$ cat config.mk
export PLATFORM = sky130hd
export DESIGN_NAME = biquad_coeff_sequencer_flat
export DESIGN_NICKNAME = d
export VERILOG_FILES = /design/src/rtl/biquad_coeff_sequencer_pkg.sv /design/src/rtl/biquad_coeff_sequencer_if.sv /design/src/rtl/biquad_coeff_sequencer_table.sv /design/src/rtl/biquad_coeff_sequencer.sv /design/src/flat_wrapper.sv
export SDC_FILE = /design/constraint.sdc
export NUM_CORES = 1
export LEC_CHECK = 0
export BUFFER_PORTS_ARGS = -buffer_cell sky130_fd_sc_hd__buf_4
export CAP_MARGIN = 20
export CORE_MARGIN = 2
export CORE_UTILIZATION = 44
export CTS_CLUSTER_SIZE = 30
export DETAILED_ROUTE_END_ITERATION = 8
export PLACE_DENSITY = 0.65
export SETUP_SLACK_MARGIN = 0.15
export SLEW_MARGIN = 25
export SYNTH_ARGS = -nofsm -noshare
export SYNTH_HDL_FRONTEND = slang
export SYNTH_SLANG_ARGS = --single-unit
$ cat constraint.sdc
create_clock -name wb_clk_i -period 3.6 [get_ports wb_clk_i]
set_clock_uncertainty 0.05 [all_clocks]
set_input_delay 0.18 -clock wb_clk_i [delete_from_list [all_inputs] [get_ports wb_clk_i]]
set_output_delay 0.18 -clock wb_clk_i [all_outputs]
set_load 0.1 [all_outputs]
$ cat src/rtl/biquad_coeff_sequencer_pkg.sv
// ---- biquad_seq_pkg: shared types for the biquad coefficient sequencer (rev 1.0) ----
`default_nettype none

package biquad_seq_pkg;

  localparam int ADR_W  = 8;
  localparam int DAT_W  = 32;
  localparam int SEL_W  = 4;
  localparam int WORD_W = 5;
  localparam int TADR_W = WORD_W + 1;
  localparam int BYP_W  = 6;

  typedef enum logic [2:0] {
    IDLE    = 3'd0,
    LOAD    = 3'd1,
    REQ     = 3'd2,
    BACKOFF = 3'd3,
    NEXT    = 3'd4,
    UPDATE  = 3'd5,
    DONE    = 3'd6,
    FAIL    = 3'd7
  } state_t;

  typedef enum logic [2:0] {
    STAT_OK      = 3'd0,
    STAT_ERR     = 3'd1,
    STAT_TIMEOUT = 3'd2,
    STAT_RETRY   = 3'd3,
    STAT_ABORT   = 3'd4
  } status_t;

  function automatic logic [ADR_W-1:0] wb_word_addr(input logic stage, input logic [WORD_W-1:0] word);
    return {stage, word, 2'b00};
  endfunction

endpackage

`default_nettype wire

$ cat src/rtl/biquad_coeff_sequencer_if.sv
// ---- biquad_coeff_sequencer_if: Wishbone master/slave bundle (rev 1.0) ----
`default_nettype none

interface biquad_coeff_sequencer_if;

  logic                                cyc;
  logic                                stb;
  logic                                we;
  logic [biquad_seq_pkg::ADR_W-1:0]    adr;
  logic [biquad_seq_pkg::DAT_W-1:0]    dat;
  logic [biquad_seq_pkg::SEL_W-1:0]    sel;
  logic                                ack;
  logic                                err;
  logic                                rty;

  modport master (
    output cyc, stb, we, adr, dat, sel,
    input  ack, err, rty
  );

  modport slave (
    input  cyc, stb, we, adr, dat, sel,
    output ack, err, rty
  );

endinterface

`default_nettype wire

$ cat src/rtl/biquad_coeff_sequencer_table.sv
// ---- biquad_seq_table: 2*NCOEF x 32 staging RAM, 1-cycle read, writes locked while busy (rev 1.0) ----
`default_nettype none

module biquad_seq_table
  import biquad_seq_pkg::*;
#(
  parameter int NCOEF = 16
) (
  input  wire logic              clk,
  input  wire logic              rst_n,
  input  wire logic              lock,
  input  wire logic              wr_en,
  input  wire logic [TADR_W-1:0] wr_adr,
  input  wire logic [DAT_W-1:0]  wr_dat,
  input  wire logic [TADR_W-1:0] rd_adr,
  output logic      [DAT_W-1:0]  rd_dat
);

  localparam int DEPTH = 2 * NCOEF;
  localparam int IW    = $clog2(DEPTH);

  logic [DAT_W-1:0] mem [DEPTH];
  logic             wr_ok;

  // Stage 1 words sit directly after the NCOEF stage 0 words.
  function automatic logic [IW-1:0] phys(input logic [TADR_W-1:0] a);
    return a[WORD_W] ? (IW'(NCOEF) + IW'(a[WORD_W-1:0])) : IW'(a[WORD_W-1:0]);
  endfunction

  assign wr_ok = wr_en && !lock && ({27'd0, wr_adr[WORD_W-1:0]} < 32'(NCOEF));

  always_ff @(posedge clk) begin
    if (wr_ok) begin
      mem[phys(wr_adr)] <= wr_dat;
    end
  end

  always_ff @(posedge clk) begin
    if (!rst_n) begin
      rd_dat <= '0;
    end else begin
      rd_dat <= mem[phys(rd_adr)];
    end
  end

endmodule

`default_nettype wire

$ cat src/rtl/biquad_coeff_sequencer.sv
// ---- biquad_coeff_sequencer: Wishbone master bulk-loading the two-stage biquad chain (rev 1.0) ----
`default_nettype none

module biquad_coeff_sequencer
  import biquad_seq_pkg::*;
#(
  parameter int NCOEF     = 16,
  parameter int TIMEOUT   = 64,
  parameter int MAX_RETRY = 3
) (
  input  wire logic              wb_clk_i,
  input  wire logic              wb_rst_n_i,
  input  wire logic              tbl_we_i,
  input  wire logic [TADR_W-1:0] tbl_adr_i,
  input  wire logic [DAT_W-1:0]  tbl_dat_i,
  input  wire logic [BYP_W-1:0]  byp0_i,
  input  wire logic [BYP_W-1:0]  byp1_i,
  input  wire logic              start_i,
  input  wire logic [1:0]        stage_en_i,
  input  wire logic              abort_i,
  output logic                   busy_o,
  output logic                   done_o,
  output logic      [2:0]        status_o,
  biquad_coeff_sequencer_if.master m,
  output logic                   notch_update_o,
  output logic      [BYP_W-1:0]  notch0_byp_o,
  output logic      [BYP_W-1:0]  notch1_byp_o
);

  localparam int RW = $clog2(MAX_RETRY + 2);
  localparam int TW = $clog2(TIMEOUT + 1);

  state_t              state;
  status_t             status_q;
  status_t             fault_code;
  logic                fault;
  logic [1:0]          en_q;
  logic [BYP_W-1:0]    byp0_q;
  logic [BYP_W-1:0]    byp1_q;
  logic                stg;
  logic [WORD_W-1:0]   idx;
  logic                fin;
  logic                word_last;
  logic [RW-1:0]       rty_cnt;
  logic [TW-1:0]       tmo_cnt;
  logic                cyc_q;
  logic                busy_q;
  logic                done_q;
  logic                upd_q;
  logic [BYP_W-1:0]    nbyp0_q;
  logic [BYP_W-1:0]    nbyp1_q;
  logic [DAT_W-1:0]    rd_dat;

  biquad_seq_table #(
    .NCOEF (NCOEF)
  ) u_table (
    .clk    (wb_clk_i),
    .rst_n  (wb_rst_n_i),
    .lock   (busy_q),
    .wr_en  (tbl_we_i),
    .wr_adr (tbl_adr_i),
    .wr_dat (tbl_dat_i),
    .rd_adr ({stg, idx}),
    .rd_dat (rd_dat)
  );

  assign word_last = (idx == WORD_W'(NCOEF - 1));

  // Abort outranks every bus response; err outranks rty, rty outranks ack.
  always_comb begin
    fault      = 1'b0;
    fault_code = STAT_OK;
    if (abort_i && (state inside {LOAD, REQ, BACKOFF, NEXT})) begin
      fault      = 1'b1;
      fault_code = STAT_ABORT;
    end else if (state == REQ) begin
      if (m.err) begin
        fault      = 1'b1;
        fault_code = STAT_ERR;
      end else if (m.rty && (rty_cnt == RW'(MAX_RETRY))) begin
        fault      = 1'b1;
        fault_code = STAT_RETRY;
      end else if (!m.rty && !m.ack && (tmo_cnt == TW'(TIMEOUT - 1))) begin
        fault      = 1'b1;
        fault_code = STAT_TIMEOUT;
      end
    end
  end

  always_ff @(posedge wb_clk_i) begin
    if (!wb_rst_n_i) begin
      state    <= IDLE;
      status_q <= STAT_OK;
      en_q     <= '0;
      byp0_q   <= '0;
      byp1_q   <= '0;
      stg      <= 1'b0;
      idx      <= '0;
      fin      <= 1'b0;
      rty_cnt  <= '0;
      tmo_cnt  <= '0;
      cyc_q    <= 1'b0;
      busy_q   <= 1'b0;
      done_q   <= 1'b0;
      upd_q    <= 1'b0;
      nbyp0_q  <= '0;
      nbyp1_q  <= '0;
    end else begin
      done_q <= 1'b0;
      upd_q  <= 1'b0;
      if (fault) begin
        state    <= FAIL;
        status_q <= fault_code;
        cyc_q    <= 1'b0;
        busy_q   <= 1'b0;
        done_q   <= 1'b1;
      end else begin
        unique case (state)
          IDLE: begin
            if (start_i) begin
              status_q <= STAT_OK;
              if (stage_en_i != 2'b00) begin
                en_q    <= stage_en_i;
                byp0_q  <= byp0_i;
                byp1_q  <= byp1_i;
                stg     <= ~stage_en_i[0];
                idx     <= '0;
                fin     <= 1'b0;
                rty_cnt <= '0;
                busy_q  <= 1'b1;
                state   <= LOAD;
              end else begin
                done_q <= 1'b1;
                state  <= DONE;
              end
            end
          end
          LOAD, BACKOFF: begin
            cyc_q   <= 1'b1;
            tmo_cnt <= '0;
            state   <= REQ;
          end
          REQ: begin
            if (m.rty) begin
              rty_cnt <= rty_cnt + 1'b1;
              cyc_q   <= 1'b0;
              state   <= BACKOFF;
            end else if (m.ack) begin
              cyc_q   <= 1'b0;
              rty_cnt <= '0;
              state   <= NEXT;
              // Advance here so NEXT can present the following table read.
              if (word_last) begin
                idx <= '0;
                if (!stg && en_q[1]) begin
                  stg <= 1'b1;
                end else begin
                  fin <= 1'b1;
                end
              end else begin
                idx <= idx + 1'b1;
              end
            end else begin
              tmo_cnt <= tmo_cnt + 1'b1;
            end
          end
          NEXT: begin
            if (fin) begin
              upd_q   <= 1'b1;
              nbyp0_q <= byp0_q;
              nbyp1_q <= byp1_q;
              state   <= UPDATE;
            end else begin
              cyc_q   <= 1'b1;
              tmo_cnt <= '0;
              state   <= REQ;
            end
          end
          UPDATE: begin
            busy_q <= 1'b0;
            done_q <= 1'b1;
            state  <= DONE;
          end
          DONE, FAIL: begin
            state <= IDLE;
          end
          default: begin
            state <= IDLE;
          end
        endcase
      end
    end
  end

  assign m.cyc          = cyc_q;
  assign m.stb          = cyc_q;
  assign m.we           = cyc_q;
  assign m.adr          = wb_word_addr(stg, idx);
  assign m.dat          = rd_dat;
  assign m.sel          = 4'hF;

  assign busy_o         = busy_q;
  assign done_o         = done_q;
  assign status_o       = status_q;
  assign notch_update_o = upd_q;
  assign notch0_byp_o   = nbyp0_q;
  assign notch1_byp_o   = nbyp1_q;

endmodule

`default_nettype wire
$ cat src/flat_wrapper.sv
// flat-port wrapper written by rule: the top's interface ports become plain ports
module biquad_coeff_sequencer_flat import biquad_seq_pkg::*;
#(
  parameter int NCOEF     = 16,
  parameter int TIMEOUT   = 64,
  parameter int MAX_RETRY = 3
)
  (wb_clk_i, wb_rst_n_i, tbl_we_i, tbl_adr_i, tbl_dat_i, byp0_i, byp1_i, start_i, stage_en_i, abort_i, busy_o, done_o, status_o, notch_update_o, notch0_byp_o, notch1_byp_o, m_cyc, m_stb, m_we, m_adr, m_dat, m_sel, m_ack, m_err, m_rty);
  biquad_coeff_sequencer_if m_i ();
  input  wire logic wb_clk_i;
  input  wire logic wb_rst_n_i;
  input  wire logic tbl_we_i;
  input  wire logic [TADR_W-1:0] tbl_adr_i;
  input  wire logic [DAT_W-1:0] tbl_dat_i;
  input  wire logic [BYP_W-1:0] byp0_i;
  input  wire logic [BYP_W-1:0] byp1_i;
  input  wire logic start_i;
  input  wire logic [1:0] stage_en_i;
  input  wire logic abort_i;
  output logic busy_o;
  output logic done_o;
  output logic      [2:0] status_o;
  output logic notch_update_o;
  output logic      [BYP_W-1:0] notch0_byp_o;
  output logic      [BYP_W-1:0] notch1_byp_o;
  output wire logic [$bits(m_i.cyc)-1:0] m_cyc;
  output wire logic [$bits(m_i.stb)-1:0] m_stb;
  output wire logic [$bits(m_i.we)-1:0] m_we;
  output wire logic [$bits(m_i.adr)-1:0] m_adr;
  output wire logic [$bits(m_i.dat)-1:0] m_dat;
  output wire logic [$bits(m_i.sel)-1:0] m_sel;
  input wire logic [$bits(m_i.ack)-1:0] m_ack;
  input wire logic [$bits(m_i.err)-1:0] m_err;
  input wire logic [$bits(m_i.rty)-1:0] m_rty;
  assign m_cyc = m_i.cyc;
  assign m_stb = m_i.stb;
  assign m_we = m_i.we;
  assign m_adr = m_i.adr;
  assign m_dat = m_i.dat;
  assign m_sel = m_i.sel;
  assign m_i.ack = m_ack;
  assign m_i.err = m_err;
  assign m_i.rty = m_rty;
  biquad_coeff_sequencer #(.NCOEF(NCOEF), .TIMEOUT(TIMEOUT), .MAX_RETRY(MAX_RETRY)) u_core (.wb_clk_i(wb_clk_i), .wb_rst_n_i(wb_rst_n_i), .tbl_we_i(tbl_we_i), .tbl_adr_i(tbl_adr_i), .tbl_dat_i(tbl_dat_i), .byp0_i(byp0_i), .byp1_i(byp1_i), .start_i(start_i), .stage_en_i(stage_en_i), .abort_i(abort_i), .busy_o(busy_o), .done_o(done_o), .status_o(status_o), .m(m_i), .notch_update_o(notch_update_o), .notch0_byp_o(notch0_byp_o), .notch1_byp_o(notch1_byp_o));
endmodule
==> summary.txt <==
Outcome = completed
Pleak = 0.0151 µW
Multi-input gate area = 9070 µm²
Port-buffer cells = 118
HPWL after DPL = 54700 µm
NumNets Final = 2267
Vias per cell = 5.90
Max-capacitance violation count = 0
Clk Tree Root Cell = clkbuf_16
Area growth from synthesis to final layout = 17.2%
CP peak stage delay = 760 ps
Minimum clock period = 3020 ps
Remaining antenna violation count after routing = 0
Initial Util = 44.2%
YS warnings = 0
Hold wc startpoint = tbl_adr_i[3]
CP delay by family, top = compound AO/OA/AOI/OAI gates
Area leader, netlist = edfxtp_1
Most used routing layer in global routing = met2
Cell row count = 113
Die height = 312 µm
DIE AREA = 97500 µm²
CP max FO = 17
Ys async rst share = 0%
Hold Slack = 213 ps
CP required = 4170 ps
Met3 Use GR = 4.92%
Data arrival, critical path = 3590 ps
Synth Register Bits = 1108
WL/cell = 28.3 µm
Synth Instances = 1947
Pin count of the biggest net entering global routing = 60
CTS buffer count = 109
Seq/Total Area, Yosys = 77.6%
Slew Limit Headroom = 31.7%
Flip-flop and latch area = 32400 µm²
Global-route met1 utilization = 29.2%
H-tree depth = 3
Synth unique cells = 54
Bufs and invs on worst path = 1
RSZ-0062 raised after global routing = no
R2r startpoint = u_core.state[2]$_SDFFE_PN0P_
GRT Overall Usage = 20.8%
Total grt overflow = 0
Reg2reg path depth = 6
Critical path class = flop to flop
Hold path endpoint = u_core.u_table.mem[29][13]$_DFFE_PP_
Crit-path cells = nor2_1 -> nand2_1 -> o21a_1 -> o2111a_1 -> mux2i_1 -> dlygate4sd3_1
Post-Syn Area = 41800 µm²
CTS tree = yes
Min-Delay Path Depth = 3
Number of fill cells in the layout = 7360
Final-report setup violation count = 0
Sinks on Clock Net = 1108
Least-Margin Pin Slew = 1020 ps
Initial antenna violation count = 4
# DRC = 0
Cell with the most instances after synthesis = edfxtp_1
CTS max path bufs = 3
RR Endpoint = u_core.rty_cnt[1]$_SDFFE_PN0P_
First-pass GRT wire length = 147000 µm
Dominant synthesized flop cell = edfxtp_1
I/O pin cnt = 125
Number of synthesized flops with an enable pin = 1024
Initial detailed-routing violation count = 2598
Top cell type's share of synthesized area = 73.6%
Setup TNS = 0 ps
Syn Area/Cell = 21.5 µm²
Max Slew Vio Count = 0
Most instantiated cells after synthesis = 1024 x edfxtp_1, 256 x mux4_2, 84 x dfxtp_1
DRT Pass-1 Iters = 5
Worst Slack Setup Final = 576 ps
R2r setup slk = 580 ps
Die span in x = 312 µm
DP Worst Slack = 823 ps
Startpoint Class = flop
RePlAce Congestion = 0.822
Routed wire length = 101000 µm
CP max-delay cell = dfxtp_1
Final Hold Fails = 0
Worst setup EP type = flop
Hold Crit Class = input port to flop
Core Area = 94600 µm²
PwrDens = 560 nW/µm²
Vias after detailed routing = 21029
CTS clk-pin slew, worst paths = 60 ps
Max Fclk = 331 MHz
Worst vdd ir = 0.000483 V
Share of layout cells above drive strength 1 = 28.6%
GR Util met2 = 32.8%
Fin crit share = 84.0%
Largest cells by area after synthesis = edfxtp_1 74%, mux4_2 14%, dfxtp_1 4.0%
Skew-Pair Late Insertion Delay = 680 ps
Number of global-route vias before repair = 21475
## tightest hold or removal path: stages
cell	delay (ps)
buf_4	130
nand3_1	310
nor2_4	140
## where the power goes
| group | switching [µW] | total (µW) | internal, µW |
|---|---|---|---|
| clock network | 4750 | 10900 | 6170 |
| registers | 168 | 14400 | 14200 |
| logic | 1390 | 2150 | 768 |
## cell usage in the layout, fill, tap and decap left out, types with 22 or more instances in the layout
cell,synthesis,routed
a211oi_1,29,29
a21oi_1,24,24
a221oi_1,41,41
a22o_1,40,40
buf_12,0,23
buf_4,17,180
clkbuf_1,56,39
clkbuf_16,0,111
dfxtp_1,84,81
dlygate4sd3_1,0,58
edfxtp_1,1024,1024
mux2i_1,22,22
mux4_2,256,256
nand2_1,64,64
nor2_1,60,27
nor2_4,0,33
## worst max-delay path by stage
| stage | to | from | cells after the start |
|---|---|---|---|
| after floorplan | u_core.u_table.mem[13][0]$_DFFE_PP_ | u_core.busy_o$_SDFFE_PP0P_ | 3 |
| after global placement | u_core.u_table.rd_dat[21]$_SDFF_PN0_ | u_core.idx[0]$_SDFFE_PN0P_ | 6 |
| after detailed placement | u_core.u_table.rd_dat[21]$_SDFF_PN0_ | u_core.idx[0]$_SDFFE_PN0P_ | 6 |
| after CTS | u_core.rty_cnt[1]$_SDFFE_PN0P_ | u_core.state[2]$_SDFFE_PN0P_ | 6 |
| after global routing | u_core.rty_cnt[1]$_SDFFE_PN0P_ | u_core.state[1]$_SDFFE_PN0P_ | 5 |
| final | u_core.rty_cnt[1]$_SDFFE_PN0P_ | u_core.state[2]$_SDFFE_PN0P_ | 6 |
## per-stage QoR
stage	total power, µW	instances	utilization, %	cell area, µm²
after floorplan	16000	1951	-	41800
after global placement	16700	3298	47.5	44900
after detailed placement	16700	3298	47.5	44900
after CTS	27600	3561	51.8	49000
after global routing	28200	3564	51.8	49000
final	27400	3567	51.8	49000
## layout make-up
cell class                      count  share of cell area, %
Sequential cell                  1108                   66.2
Multi-Input combinational cell    717                   18.5
Clock buffer                      158                   6.19
Timing Repair Buffer              262                   4.91
Tap cell                         1265                   3.23
Clock inverter                     47                  0.871
Inverter                            5                 0.0383
Antenna cell                        5                 0.0255
## logic make-up after synthesis
family	synth area share [%]
mux	14.3
xor+xnor	0.0629
buf+inv	1.47
flops	77.6
simple gates	2.39
other cells	0.0180
compound gates	4.04
fa+ha+maj	0.120
## per-layer routing
metal,share of wire (%),vias up
li1,-,8746
met1,41,11120
met2,48,987
met3,8.9,174
met4,2.6,2
met5,0.011,-
## repair_timing
item                       CTS  global route
buffers inserted             0             0
resized for setup            0             0
hold endpoints to repair  1074             0
hold buffers                58             0
## registers in the layout (all words and copies together) (netlist names), 3 cells and up
signal                 cells
u_core.idx                 5
u_core.byp0_q              6
u_core.notch1_byp_o        6
u_core.byp1_q              6
u_core.tmo_cnt             7
u_core.u_table.mem      1024
u_core.state               3
u_core.status_o            3
u_core.notch0_byp_o        6
u_core.u_table.rd_dat     32
u_core.rty_cnt             3
Note: power is estimated with default switching activity, not from simulation.
